<file path="config.mk">
export PLATFORM = sky130hd
export DESIGN_NAME = vram_arbiter
export DESIGN_NICKNAME = d
export VERILOG_FILES = /design/src/rtl/vram_arbiter.sv
export SDC_FILE = /design/constraint.sdc
export NUM_CORES = 1
export LEC_CHECK = 0
export ABC_AREA = 1
export CORE_MARGIN = 2
export CORE_UTILIZATION = 40
export DETAILED_ROUTE_END_ITERATION = 6
export PLACE_DENSITY_LB_ADDON = 0.25
export SLEW_MARGIN = 20
export SYNTH_ARGS = -nofsm -noshare
export SYNTH_HDL_FRONTEND = slang
export SYNTH_SLANG_ARGS = --single-unit
</file>
<file path="constraint.sdc">
create_clock -name PIXEL_CLOCK -period 2.59 [get_ports PIXEL_CLOCK]
set_input_delay 0.518 -clock PIXEL_CLOCK [delete_from_list [all_inputs] [get_ports PIXEL_CLOCK]]
set_output_delay 0.518 -clock PIXEL_CLOCK [all_outputs]
set_load 0.02 [all_outputs]
</file>
<file path="src/rtl/vram_arbiter.sv">
// Single-port VRAM arbiter: scanout fetch has absolute priority, CPU requests queue in a FIFO.
// Build option VRAM_ARB_STATS_EN adds CLR_STATS / STALL_COUNT fetch-stall statistics.
module vram_arbiter #(
   parameter int ADDR_W     = 15,
   parameter int DATA_W     = 8,
   parameter int FIFO_DEPTH = 4
) (
   input  logic              PIXEL_CLOCK,
   input  logic              RESET_N,
   input  logic              FETCH_REQ,
   input  logic [ADDR_W-1:0] FETCH_ADDR,
   output logic [DATA_W-1:0] FETCH_DATA,
   output logic              FETCH_VALID,
   input  logic              CPU_REQ,
   input  logic              CPU_WE,
   input  logic [ADDR_W-1:0] CPU_ADDR,
   input  logic [DATA_W-1:0] CPU_WDATA,
   output logic              CPU_READY,
   output logic [DATA_W-1:0] CPU_RDATA,
   output logic              CPU_RVALID,
   output logic [ADDR_W-1:0] RAM_ADDR,
   output logic [DATA_W-1:0] RAM_WDATA,
   output logic              RAM_WE,
   input  logic [DATA_W-1:0] RAM_RDATA
`ifdef VRAM_ARB_STATS_EN
   ,
   input  logic              CLR_STATS,
   output logic [15:0]       STALL_COUNT
`endif
);

   localparam int PTR_W = (FIFO_DEPTH > 1) ? $clog2(FIFO_DEPTH) : 1;
   localparam logic [PTR_W:0] DEPTH_C = (PTR_W+1)'(FIFO_DEPTH);

   typedef enum logic [1:0] {
      TAG_NONE   = 2'd0,
      TAG_FETCH  = 2'd1,
      TAG_CPU_RD = 2'd2
   } tag_e;

   logic [ADDR_W-1:0] r_fifo_addr [FIFO_DEPTH];
   logic [DATA_W-1:0] r_fifo_data [FIFO_DEPTH];
   logic              r_fifo_we   [FIFO_DEPTH];
   logic [PTR_W-1:0]  r_wr_ptr;
   logic [PTR_W-1:0]  r_rd_ptr;
   logic [PTR_W:0]    r_count;
   logic              r_ready;

   logic [ADDR_W-1:0] r_ram_addr;
   logic [DATA_W-1:0] r_ram_wdata;
   logic              r_ram_we;
   tag_e              r_tag1;
   tag_e              r_tag2;
   logic [DATA_W-1:0] r_fetch_data;
   logic              r_fetch_valid;
   logic [DATA_W-1:0] r_cpu_rdata;
   logic              r_cpu_rvalid;

   logic              w_push;
   logic              w_pop;
   logic              w_fifo_nonempty;
   logic [PTR_W:0]    w_count_nxt;

   // CPU handshake: a request transfers on an edge where CPU_REQ and CPU_READY are both high.
   // CPU_READY is registered and reports whether the FIFO has room after the current edge.
   assign w_fifo_nonempty = (r_count != '0);
   assign w_push          = CPU_REQ & r_ready;
   assign w_pop           = ~FETCH_REQ & w_fifo_nonempty;
   assign w_count_nxt     = r_count + {{PTR_W{1'b0}}, w_push} - {{PTR_W{1'b0}}, w_pop};

   always_ff @(posedge PIXEL_CLOCK) begin
      if (RESET_N && w_push) begin
         r_fifo_addr[r_wr_ptr] <= CPU_ADDR;
         r_fifo_data[r_wr_ptr] <= CPU_WDATA;
         r_fifo_we[r_wr_ptr]   <= CPU_WE;
      end
   end

   always_ff @(posedge PIXEL_CLOCK) begin
      if (!RESET_N) begin
         r_wr_ptr      <= '0;
         r_rd_ptr      <= '0;
         r_count       <= '0;
         r_ready       <= 1'b0;
         r_ram_addr    <= '0;
         r_ram_wdata   <= '0;
         r_ram_we      <= 1'b0;
         r_tag1        <= TAG_NONE;
         r_tag2        <= TAG_NONE;
         r_fetch_data  <= '0;
         r_fetch_valid <= 1'b0;
         r_cpu_rdata   <= '0;
         r_cpu_rvalid  <= 1'b0;
      end else begin
         r_count <= w_count_nxt;
         r_ready <= (w_count_nxt < DEPTH_C);
         if (w_push) r_wr_ptr <= r_wr_ptr + 1'b1;
         if (w_pop)  r_rd_ptr <= r_rd_ptr + 1'b1;

         if (FETCH_REQ) begin
            r_ram_addr <= FETCH_ADDR;
            r_ram_we   <= 1'b0;
            r_tag1     <= TAG_FETCH;
         end else if (w_fifo_nonempty) begin
            r_ram_addr  <= r_fifo_addr[r_rd_ptr];
            r_ram_wdata <= r_fifo_data[r_rd_ptr];
            r_ram_we    <= r_fifo_we[r_rd_ptr];
            r_tag1      <= r_fifo_we[r_rd_ptr] ? TAG_NONE : TAG_CPU_RD;
         end else begin
            r_ram_we <= 1'b0;
            r_tag1   <= TAG_NONE;
         end

         // Stage 2 lines up with RAM_RDATA of the access issued two edges earlier.
         r_tag2        <= r_tag1;
         r_fetch_valid <= (r_tag2 == TAG_FETCH);
         r_cpu_rvalid  <= (r_tag2 == TAG_CPU_RD);
         if (r_tag2 == TAG_FETCH)  r_fetch_data <= RAM_RDATA;
         if (r_tag2 == TAG_CPU_RD) r_cpu_rdata  <= RAM_RDATA;
      end
   end

`ifdef VRAM_ARB_STATS_EN
   logic [15:0] r_stall_count;

   always_ff @(posedge PIXEL_CLOCK) begin
      if (!RESET_N || CLR_STATS) begin
         r_stall_count <= '0;
      end else if (FETCH_REQ && w_fifo_nonempty && (r_stall_count != 16'hFFFF)) begin
         r_stall_count <= r_stall_count + 16'd1;
      end
   end

   assign STALL_COUNT = r_stall_count;
`endif

   assign FETCH_DATA  = r_fetch_data;
   assign FETCH_VALID = r_fetch_valid;
   assign CPU_READY   = r_ready;
   assign CPU_RDATA   = r_cpu_rdata;
   assign CPU_RVALID  = r_cpu_rvalid;
   assign RAM_ADDR    = r_ram_addr;
   assign RAM_WDATA   = r_ram_wdata;
   assign RAM_WE      = r_ram_we;

endmodule

</file>
== Yosys cells after proc, flatten, opt, wreduce, memory -nomap -nowiden ==
Memory sizes are Yosys's and may differ from the RTL's. A register that Yosys moved wholly into a read port is not among the register bits.
Cells that the tools add are included.

* Memories: 3
* Bits in registers: 46
* Bits in writable memories: 96
* Logic and storage cells: 45
* Output and inout port bits: 43

{| class="wikitable"
|+ Memories
! name !! depth !! bits a word !! read ports !! clocked after memory_dff !! wr ports !! line !! RTL
|-
| r_fifo_addr || 4 || 15 || 1 || 1 || 1 || 41 || <nowiki>logic [ADDR_W-1:0] r_fifo_addr [FIFO_DEPTH];</nowiki>
|-
| r_fifo_data || 4 || 8 || 1 || 1 || 1 || 42 || <nowiki>logic [DATA_W-1:0] r_fifo_data [FIFO_DEPTH];</nowiki>
|-
| r_fifo_we || 4 || 1 || 1 || 1 || 1 || 43 || <nowiki>logic r_fifo_we [FIFO_DEPTH];</nowiki>
|}

* $lt $le $gt $ge: 1
* Bitwise logic cells: 5
* $add $sub $neg: 4
* Multiplexer cells: 11
* Reduce and logical (&&, ||, !) cells: 6
* Eq/ne operators: 2

{| class="wikitable"
|+ Operators with widths
! kind !! number
|-
| two-way mux 15 bit || 2
|-
| two-way mux 2 bit || 5
|-
| adder 2 x 1 -> 2 bit (second input constant) || 2
|-
| two-way mux 1 bit || 4
|-
| adder 3 x 1 -> 3 bit || 1
|-
| less-than comparator 3 bit (second input constant) || 1
|-
| NOT 1 bit || 3
|-
| nonzero test 3 bit || 1
|-
| OR reduction 3 bit || 1
|-
| subtractor 3 x 1 -> 3 bit || 1
|-
| AND 1 bit || 2
|-
| == test 2 x 1 -> 1 bit (second input constant) || 1
|-
| == test 2 bit (second input constant) || 1
|-
| AND reduction 2 bit || 1
|-
| nonzero test 2 bit || 1
|-
| logical AND 1 bit || 1
|-
| logical NOT 1 bit || 1
|}

== Depth between registers and ports, before layout ==
* Word-level depth: 4
* Mapped depth: 11
* Depth with buffers taken out: 11

== Worst setup path before layout ==
OpenSTA, ideal clock, no wires.

* Kind: input port to flip-flop
* Start: input RESET_N
* End: memory r_fifo_addr[0][0] (enable)
* Stages on the path: 3
* Path slack: 248 ps
* Setup time: 405 ps
* Buffers on the path: 1
* Arrival time: 1,937 ps
* Cells stage by stage: clkbuf_1 -> nand3_1 -> nor2_1

* Cells in the longest elaborated chain, start to end: 3

{| class="wikitable"
|+ RTL lines
! what !! line !! RTL
|-
| start, declared || 9 || <nowiki>input logic RESET_N,</nowiki>
|-
| logical AND 1 bit || 72 || <nowiki>if (RESET_N && w_push) begin</nowiki>
|-
| two-way mux 1 bit || 72 ||
|-
| two-way mux 1 bit (implied by the code) || 73 || <nowiki>r_fifo_addr[r_wr_ptr] <= CPU_ADDR;</nowiki>
|-
| end, declared || 41 ||
|}

No other way between the ends.

== Worst setup path in the final report ==
* Start: input FETCH_REQ
* End: register r_count[2]

* Cells in the longest elaborated chain, start to end: 3

{| class="wikitable"
|+ RTL lines
! what !! line !! RTL
|-
| start, declared || 10 || <nowiki>input logic FETCH_REQ,</nowiki>
|-
| NOT 1 bit (no source line) || n/a ||
|-
| AND 1 bit || 68 || <nowiki>assign w_pop = ~FETCH_REQ & w_fifo_nonempty;</nowiki>
|-
| via w_pop || 60 || <nowiki>logic w_pop;</nowiki>
|-
| subtractor 3 x 1 -> 3 bit || 69 || <nowiki>assign w_count_nxt = r_count + {{PTR_W{1'b0}}, w_push} - {{PTR_W{1'b0}}, w_pop};</nowiki>
|-
| end signal, assigned || 95 || <nowiki>r_count <= w_count_nxt;</nowiki>
|-
| end, declared || 46 || <nowiki>logic [PTR_W:0] r_count;</nowiki>
|}

The timed path passes the listed nets, and every way through them passes these cells.
A chain may end at the register's enable or synchronous reset.

==> out/metrics.cfg <==
[logic_synthesis]
yosys-top-cells-area=edfxtp_1 (48%), dfxtp_1 (19%), nand2_1 (9.6%)
ys_ff_latch=152
synth_edf_count=96
synth_flop_cell=edfxtp_1
synth_most_common_cell=nand2_1
synthArstFlopShare_pct=0
ys_seq_area_share_pct=66.17
syn-num-nets=662
synth_top_area_cell=edfxtp_1
synthCells=604
yosys_warnings=0
ys_types=26
netlist_area_mm2=0.006051
yosys.area.top_type_share_pct=47.64
synth_commonest_cells=nand2_1 (155), edfxtp_1 (96), nor2_1 (75)
avgSynthCellArea_um2=10.02

[final_layout]
antennaDiodeCount=0
area_growth_pct=27.87
finalInstanceArea_mm2=0.007737
nets=763
n_fill_cell=1312
drive_gt1_share_pct=9.331
fin_util_pct=52.84

[place]
post_dp_cell_area_mm2=0.007164
portBuffers=93
dp_hpwl_mm=8.135
place_congestion=0.7182

[clock_tree]
path_clk_slew_ns=0.06
numCtsBuffers=17
clockRootBuffer=clkbuf_16
htree_num_levels=4
clk_path_buf_depth=2
postCtsHoldBufs=0
clock_latency_ns=0.42
cts_resized=0
cts_tree=built
cts_sinks=152
post_cts_buffers=0

[power]
vdd_drop_max_v=0.0006733
power.switching_mw=2.051
netSwitchingFraction_pct=29.43
power_density_mw_per_mm2=900.5
leakagePower_nw=3.143
p_comb_share_pct=23.9
internal_power_mw=4.917
pwr-share-clk_pct=33.6
seqPwrFrac_pct=42.6

[drt]
wire_per_inst_um=14.19
drt_wl_total_mm=12.80
avgViaCountPerCell=4.761
routed-via-count=4294
first_pass_iters=4
drt_iter0_drc=222
drc_errors=0
antenna_left=0

[timing]
fin_skew_ns=0.004462
worst_pin_slew_ns=0.7147
relSlewSlack_pct=52.29
final.min_clock_period_ns=2.133
drv_slew=0
finalCritPeriodShare_pct=82.37
hold_viol_final=0
rsz0062_at_grt=no
clock.fmax_mhz=468.7
setup_viol=0
final.setup.tns_ns=0

[critical_path]
worstPathRequired_ns=2.91
rr_startpoint=r_count[1]$_SDFF_PN0_
crit_buf_inv=5
crit_chain=clkdlybuf4s50_1, inv_4, nand2_4, inv_1, ha_1, inv_1, ha_1, inv_1, fa_1, xor2_1, and2_1
critPathMaxStageDelay_ns=0.57
cp_slowest_cell=clkdlybuf4s50_1
crit_type=input pin to flop
worstPathMaxFanout=2
critical_path_arrival_ns=2.45
endpoint_kind=flop
crit_start=FETCH_REQ
critPathMostFrequentCell=inv_1
cp-start-kind=input pin
crit_family=buffers and inverters

[flow_run]
maxCapViolations=0

[floorplanning]
boundaryPins=94
die-area_mm2=0.01613
dieWidth_um=127.0
die_h_um=127.0
fp.coreArea_mm2=0.01464
start_util_pct=41.32
num_rows=44

[global_route]
met1_usage_pct=19.81
grt_max_degree=50
use_met2_pct=27.99
grt_pass1_vias=4202
grt_use_total_pct=16.68
grt_pass1_wl_mm=20.62
globalRouteOverflowTotal=0
busiest_layer=met2
grt_use_met3_pct=5.193
antenna_found_initial=0

[outcome]
outcome=finished, final reports clean

[hold_path]
min_path_type=flop to flop
hp-start=r_tag1[1]$_SDFF_PP0_

==> cells by family (layout without fill, tap and decap cells) <==
kind of cell	count (synthesis)	count (layout)	share of synthesized area, %
and+or+nand+nor	301	301	20.80
buffers and inverters	89	203	6.783
adders and majority gates	7	7	1.572
xor gates and xnor gates	2	2	0.2895
DFF	152	152	66.17
AOI/OAI and AO/OA	53	53	4.384
==> layout by cell type (no fill, tap or decap), drive strengths merged <==
cell type | Yosys | routed
nand2 | 157 | 157
edfxtp | 96 | 96
clkdlybuf4s50 | 0 | 92
nor2 | 78 | 78
inv | 61 | 61
nand3 | 57 | 57
dfxtp | 56 | 56
o21ai | 34 | 34
clkbuf | 5 | 27
a21oi | 19 | 19
buf | 22 | 17
or2 | 8 | 8
ha | 6 | 6
clkinv | 1 | 6
xor2 | 2 | 2
and2 | 1 | 1
fa | 1 | 1
==> area by class of cell <==
cell class / count / area, um^2 / share of cell area [%]
clock inverters: 5 / 32.53 / 0.4204
multi-input cells: 363 / 1647 / 21.28
inverters: 62 / 237.7 / 3.072
flip-flops and latches: 152 / 4004 / 51.75
repair buffers: 109 / 1046 / 13.52
well taps: 184 / 230.2 / 2.975
clock buffers: 27 / 540.5 / 6.986
==> state kept, by name, summed over array words and instances (netlist names), named ones only <==
signal       cells
r_fifo_addr     60
r_fifo_data     32
RAM_ADDR        15
CPU_RDATA        8
FETCH_DATA       8
RAM_WDATA        8
r_fifo_we        4
r_count          3
r_rd_ptr         2
r_tag1           2
r_tag2           2
r_wr_ptr         2
CPU_READY        1
CPU_RVALID       1
FETCH_VALID      1
RAM_WE           1
==> worst reg2reg max path, cell delays in order, from the launching register on <==
cell,delay [ns]
dfxtp_1,0.38
nor2_4,0.17
nand2_2,0.08
nand2_4,0.06
inv_1,0.05
ha_1,0.26
inv_1,0.06
ha_1,0.14
inv_1,0.05
fa_1,0.38
xor2_1,0.18
and2_1,0.13
==> through the flow <==
| stage | setup slack, ns | hold slack (ns) | instances | power (mW) |
|---|---|---|---|---|
| 6_report | 0.4566 | 0.4150 | 902 | 6.967 |
| 5_1_grt | 0.3892 | 0.4341 | 902 | 7.359 |
| 4_1_cts | 0.4914 | 0.4165 | 902 | 7.036 |
| 3_5_place_dp | 0.03303 | 0.4028 | 870 | 4.688 |
| 3_3_place_gp | 0.06782 | 0.4025 | 870 | 4.632 |
| 2_1_floorplan | 0.2483 | 0.3905 | 604 | 4.122 |
==> power groups by stage <==
stage / combinational [mW] / sequential (mW) / clock, mW
2_1_floorplan: 0.990 / 3.13 / 0
3_3_place_gp: 1.63 / 3.01 / 0
3_5_place_dp: 1.67 / 3.01 / 0
4_1_cts: 1.68 / 2.97 / 2.38
5_1_grt: 1.87 / 3.00 / 2.49
6_report: 1.66 / 2.97 / 2.34
==> final timing paths <==
path / to / slack [ns] / cells after the start
worst max-delay path: r_count[2]$_SDFF_PN0_ / 0.46 / 11
worst min-delay path: r_tag2[1]$_SDFF_PN0_ / 0.42 / 2
worst max register to register: r_count[2]$_SDFF_PN0_ / 0.56 / 11
worst min register to register: r_tag2[1]$_SDFF_PN0_ / 0.42 / 2
==> layer usage <==
layer | share of wire (%) | vias to the layer above
li1 | - | 2158
met2 | 48 | 120
met1 | 45 | 1988
met4 | 2.0 | 0
met3 | 5.5 | 28
met5 | 0 | -
Note: power is estimated with default switching activity, not from simulation.
